$ cat src/rtl/seq_generator_if.sv
`default_nettype none
// ============================================================================
//  Module      : seq_generator_if
//  Description : Control/stream bundle for seq_generator. The slave modport
//                is the generator side and the master modport is the driver side.
//                mon_y exists only when SEQGEN_MONITOR_EN is defined.
//  Revision    : 1.0 - initial release
// ============================================================================
interface seq_generator_if #(
    parameter int HOLD_W = 4
);
    logic              start;
    logic [HOLD_W-1:0] hold_len;
    logic              a;
    logic              b;
    logic              busy;
    logic              done;
`ifdef SEQGEN_MONITOR_EN
    logic              mon_y;

    modport master (output start, output hold_len,
                    input  a, input b, input busy, input done, input mon_y);
    modport slave  (input  start, input hold_len,
                    output a, output b, output busy, output done, output mon_y);
`else
    modport master (output start, output hold_len,
                    input  a, input b, input busy, input done);
    modport slave  (input  start, input hold_len,
                    output a, output b, output busy, output done);
`endif
endinterface
`default_nettype wire

$ cat src/rtl/seq_generator.sv
`default_nettype none
// ============================================================================
//  Module      : seq_generator
//  Description : Emits one {a,b} burst per accepted start:
//                XOR_PAT, 11, hold_len x 11, 00. busy covers the whole burst
//                and done marks its last cycle. Optional macro
//                SEQGEN_MONITOR_EN adds a detector model driving mon_y.
//  Revision    : 1.0 - initial release
// ============================================================================
module seq_generator #(
    parameter int         HOLD_W  = 4,
    parameter logic [1:0] XOR_PAT = 2'b10
) (
    input  wire logic        clk,
    input  wire logic        reset,
    seq_generator_if.slave   bus
);

    // XOR_PAT must differ in its two bits. Otherwise the first step is not a
    // valid pattern.
    generate
        if (!((XOR_PAT == 2'b10) || (XOR_PAT == 2'b01))) begin : g_bad_xor_pat
            $error("seq_generator: XOR_PAT must be 2'b10 or 2'b01");
        end
    endgenerate

    typedef enum logic [2:0] {
        IDLE  = 3'd0,
        STEP1 = 3'd1,
        STEP2 = 3'd2,
        HOLD  = 3'd3,
        TERM  = 3'd4
    } state_t;

    state_t            state_q;
    logic [HOLD_W-1:0] cnt_q;
    logic              a_q;
    logic              b_q;
    logic              busy_q;
    logic              done_q;

    // Burst FSM. Every output is registered, so the output values describe the
    // state being entered. The counter counts HOLD cycles down to zero.
    always_ff @(posedge clk or negedge reset) begin
        if (!reset) begin
            state_q <= IDLE;
            cnt_q   <= '0;
            a_q     <= 1'b0;
            b_q     <= 1'b0;
            busy_q  <= 1'b0;
            done_q  <= 1'b0;
        end else begin
            case (state_q)
                IDLE: begin
                    if (bus.start) begin
                        state_q    <= STEP1;
                        cnt_q      <= bus.hold_len;
                        {a_q, b_q} <= XOR_PAT;
                        busy_q     <= 1'b1;
                        done_q     <= 1'b0;
                    end
                end
                STEP1: begin
                    state_q    <= STEP2;
                    {a_q, b_q} <= 2'b11;
                end
                STEP2: begin
                    if (cnt_q != '0) begin
                        state_q    <= HOLD;
                        {a_q, b_q} <= 2'b11;
                    end else begin
                        state_q    <= TERM;
                        {a_q, b_q} <= 2'b00;
                        done_q     <= 1'b1;
                    end
                end
                HOLD: begin
                    // The counter is nonzero in HOLD. The last hold cycle is
                    // the one where the counter reads 1.
                    cnt_q <= cnt_q - 1'b1;
                    if (cnt_q == HOLD_W'(1)) begin
                        state_q    <= TERM;
                        {a_q, b_q} <= 2'b00;
                        done_q     <= 1'b1;
                    end
                end
                TERM: begin
                    // Any start seen in this cycle is dropped on purpose.
                    state_q    <= IDLE;
                    {a_q, b_q} <= 2'b00;
                    busy_q     <= 1'b0;
                    done_q     <= 1'b0;
                end
                default: begin
                    state_q    <= IDLE;
                    {a_q, b_q} <= 2'b00;
                    busy_q     <= 1'b0;
                    done_q     <= 1'b0;
                end
            endcase
        end
    end

    assign bus.a    = a_q;
    assign bus.b    = b_q;
    assign bus.busy = busy_q;
    assign bus.done = done_q;

`ifdef SEQGEN_MONITOR_EN
    typedef enum logic [1:0] {
        S0 = 2'd0,
        S1 = 2'd1,
        S2 = 2'd2,
        S3 = 2'd3
    } mon_state_t;

    mon_state_t mon_q;

    // Detector model fed by the registered stream bits.
    always_ff @(posedge clk or negedge reset) begin
        if (!reset) begin
            mon_q <= S0;
        end else begin
            case (mon_q)
                S0:      mon_q <= (a_q ^ b_q) ? S1 : S0;
                S1:      mon_q <= (a_q & b_q) ? S2 : S0;
                S2:      mon_q <= (a_q | b_q) ? S3 : S0;
                S3:      mon_q <= (a_q | b_q) ? S3 : S0;
                default: mon_q <= S0;
            endcase
        end
    end

    assign bus.mon_y = (mon_q == S1) || (mon_q == S2);
`endif

endmodule
`default_nettype wire

$ cat src/flat_wrapper.sv
// flat-port wrapper written by rule: the top's interface ports become plain ports
module seq_generator_flat 
#(
    parameter int         HOLD_W  = 4,
    parameter logic [1:0] XOR_PAT = 2'b10
)
  (clk, reset, bus_start, bus_hold_len, bus_a, bus_b, bus_busy, bus_done);
  seq_generator_if #(.HOLD_W(HOLD_W)) bus_i ();
  input  wire logic clk;
  input  wire logic reset;
  input wire logic [$bits(bus_i.start)-1:0] bus_start;
  input wire logic [$bits(bus_i.hold_len)-1:0] bus_hold_len;
  output wire logic [$bits(bus_i.a)-1:0] bus_a;
  output wire logic [$bits(bus_i.b)-1:0] bus_b;
  output wire logic [$bits(bus_i.busy)-1:0] bus_busy;
  output wire logic [$bits(bus_i.done)-1:0] bus_done;
  assign bus_i.start = bus_start;
  assign bus_i.hold_len = bus_hold_len;
  assign bus_a = bus_i.a;
  assign bus_b = bus_i.b;
  assign bus_busy = bus_i.busy;
  assign bus_done = bus_i.done;
  seq_generator #(.HOLD_W(HOLD_W), .XOR_PAT(XOR_PAT)) u_core (.clk(clk), .reset(reset), .bus(bus_i));
endmodule
$ cat config.mk
export PLATFORM = sky130hd
export DESIGN_NAME = seq_generator_flat
export DESIGN_NICKNAME = d
export VERILOG_FILES = /design/src/rtl/seq_generator_if.sv /design/src/rtl/seq_generator.sv /design/src/flat_wrapper.sv
export SDC_FILE = /design/constraint.sdc
export NUM_CORES = 1
export LEC_CHECK = 0
export CORE_AREA = 2 2 49 51
export CTS_BUF_LIST = sky130_fd_sc_hd__clkbuf_2 sky130_fd_sc_hd__clkbuf_4 sky130_fd_sc_hd__clkbuf_8
export CTS_CLUSTER_SIZE = 28
export DETAILED_ROUTE_END_ITERATION = 6
export DIE_AREA = 0 0 51 53
export SETUP_SLACK_MARGIN = 0.3
export SYNTH_ARGS = -nofsm -noshare
export SYNTH_HDL_FRONTEND = slang
export SYNTH_SLANG_ARGS = --single-unit
export TNS_END_PERCENT = 100
$ cat constraint.sdc
create_clock -name clk -period 4 [get_ports clk]
set_input_delay 0.4 -clock clk [delete_from_list [all_inputs] [get_ports clk]]
set_output_delay 0.4 -clock clk [all_outputs]
set_load 0.01 [all_outputs]
==> run_results.csv <==
group,metric,value,unit
routing,drtIter0Drc,11,
power,p_leak,0.000316,uW
yosys,synth.cell_area,623,um^2
setup_path,start_kind,"input port",
die,core_area,2150,um^2
setup_path,r2r_slack,2.28,ns
layout,fill_cells,216,
routing,routed_via_density,4.84,
setup_path,crit_path_end_kind,"flop",
clocking,clkLatencyLatePin,0.27,ns
setup_path,path_max_fanout,6,
setup_path,r2r_cells,5,
place,post-place-ws,1.93,ns
layout,fin_nets,81,
setup_path,cp_num_buf_inv,1,
yosys,yosysMostFrequentCell,"dfrtp_1",
clocking,cts_tree,"built",
timing,hold_viol,0,
routing,vias,474,
grt,grt_pass1_vias,455,
yosys,synth_seq_cells,11,
power,pwr_density_cell,782,nW/um^2
die,initial_core_util,29.0,%
die,io_pins,11,
setup_path,crit_arrival,2.01,ns
timing,setup_viol,0,
yosys,synth_cells,59,
die,die_w,51,um
timing,finClkSkew,0.0124,ns
timing,finalWorstPathRequiredPeriod,1.80,ns
grt,grt_max_degree,14,
yosys,synthArstFlopShare,100,%
status,status,"completed",
clocking,cts_sinks,11,
die,die_y,53,um
die,dieArea,2700,um^2
place,port_buffers,10,
clocking,cts_setup_buffers,0,
setup_path,crit_family,"simple AND/OR/NAND/NOR gates",
layout,area_growth,23.1,%
power,max-vdd-ir-drop,0.000419,V
yosys,syn_nets,69,
routing,routedWlPerCell,12.6,um
grt,grt_pass1_wl,2090,um
clocking,cts_max_level,1,
timing,fin_setup_tns,0,ns
timing,max_freq,0.557,GHz
layout,num_antenna_cells,0,
timing,min_period_over_period,44.9,%
routing,ant_nets,0,
setup_path,path_cells,"clkdlybuf4s50_1 -> nor4b_1 -> mux2_2 -> o221a_1",
routing,drc,0,
yosys,synth_top_flop_cell,"dfrtp_1",
place,dp_hpwl,905,um
routing,first_pass_iters,3,
place,gp_congestion,0.822,
yosys,synth.area.top_cells,"dfrtp_1 44%, ha_1 6.0%, nor3b_1 3.6%",
clocking,cts_buffer_depth,2,
yosys,yosysWarnings,0,
clocking,clk_pin_slew_worst_paths,0.08,ns
setup_path,cp_slowest_cell,"nor4b_1",
timing,relSlewSlack,52.5,%
clocking,root_buffer,"clkbuf_4",
clocking,numCtsBuffers,3,
timing,tightestPinTransition,0.703,ns
run,drv_cap,0,
yosys,synth_edf_count,0,
setup_path,required,4.22,ns
grt,grt-ovfl-total,0,
layout,drive_gt1_share,8.57,%
timing,slew_viol_final,0,
clocking,cts_hold_buf,0,
grt,antenna_found_initial,0,
setup_path,crit_type,"in -> reg",
worst_hold_path,worstHoldPathType,"in -> async",
routing,routed_wl,1230,um
yosys,synthDistinctLibCells,30,
yosys,synth_top_area_share,44.2,%
yosys,synth_commonest_cells,"11 x dfrtp_1, 4 x inv_1, 4 x o21ai_0",
setup_path,cpPeakStageDelay,0.61,ns
grt,grt_use_total,11.0,%
clocking,cts_resized,0,
yosys,synth-seq-area-share,44.2,%
setup_path,cp_num_cells,4,
timing,rsz0062_at_grt,"false",
timing,worst_slack,2.20,ns
yosys,synth_top_area_cell,"dfrtp_1",
yosys,avgSynthCellArea,10.6,um^2
die,rows,17,
[flip-flops by register name (all words and copies together) (netlist names)]
register	cells
u_core.bus.busy	1
u_core.bus.a	1
u_core.bus.done	1
u_core.state_q	3
u_core.bus.b	1
u_core.cnt_q	4
[cells in the final DEF, fill, tap and decap left out, types with 2 or more instances in the layout]
cell type and instances:
a211oi_1 2, clkbuf_4 4, clkdlybuf4s50_1 10, dfrtp_1 11, ha_1 3, inv_1 4, mux2i_1 2, nand2b_1 2
nor2_1 3, nor3_1 2, nor3b_1 3, o21ai_0 4, o22ai_1 2, or2b_1 2
[path summary, 6_finish.rpt]
path                            startpoint               to
max                              bus_start  u_core.cnt_q[3]
max reg2reg                u_core.cnt_q[0]  u_core.bus.done
min                                  reset  u_core.cnt_q[2]
min in group clk              u_core.bus.b     u_core.bus.b
min reg2reg                   u_core.bus.b     u_core.bus.b
max in group asynchronous            reset     u_core.bus.b
[layer usage]
layer	global-route usage (%)	vias to the layer above	share of wire, %
li1	-	240	-
met1	14.5	222	50
met2	15.2	10	42
met3	5.65	2	6.2
met4	4.05	0	0.73
met5	0	-	0
[report_power, final]
| part | internal, uW | switching (uW) | total, uW |
|---|---|---|---|
| Clock | 45.4 | 38.4 | 83.8 |
| Combinational | 148 | 122 | 271 |
| Sequential | 170 | 75.0 | 245 |
| Total | 364 | 236 | 600 |
[through the flow]
| step | area (um^2) | std cells | util, % | hold slack (ns) | total power, uW |
|---|---|---|---|---|---|
| 2_1_floorplan | 623 | 59 | - | 0.104 | 442 |
| 3_3_place_gp | 737 | 94 | 34.3 | 0.477 | 512 |
| 3_5_place_dp | 737 | 94 | 34.3 | 0.491 | 520 |
| 4_1_cts | 767 | 98 | 35.7 | 0.475 | 607 |
| 5_1_grt | 767 | 98 | 35.7 | 0.501 | 659 |
| 6_report | 767 | 98 | 35.7 | 0.451 | 600 |
[cells by family after synthesis]
group / after synthesis / share of synthesized area (%)
flip-flops: 11 / 44.2
buffers and inverters: 7 / 5.82
AO/OA/AOI/OAI: 16 / 18.7
AND/OR/NAND/NOR: 19 / 20.3
multiplexers: 3 / 5.02
adder cells (fa/ha/maj): 3 / 6.02
[cell type report]
type	count	area, um^2	area share (%)
clock buffer	4	30.0	3.92
inverter	4	15.0	1.96
multi-input combinational	41	312	40.6
sequential	11	275	35.9
tap	28	35.0	4.57
timing repair buffer	10	100	13.1
(Power assumes the default switching activity.)
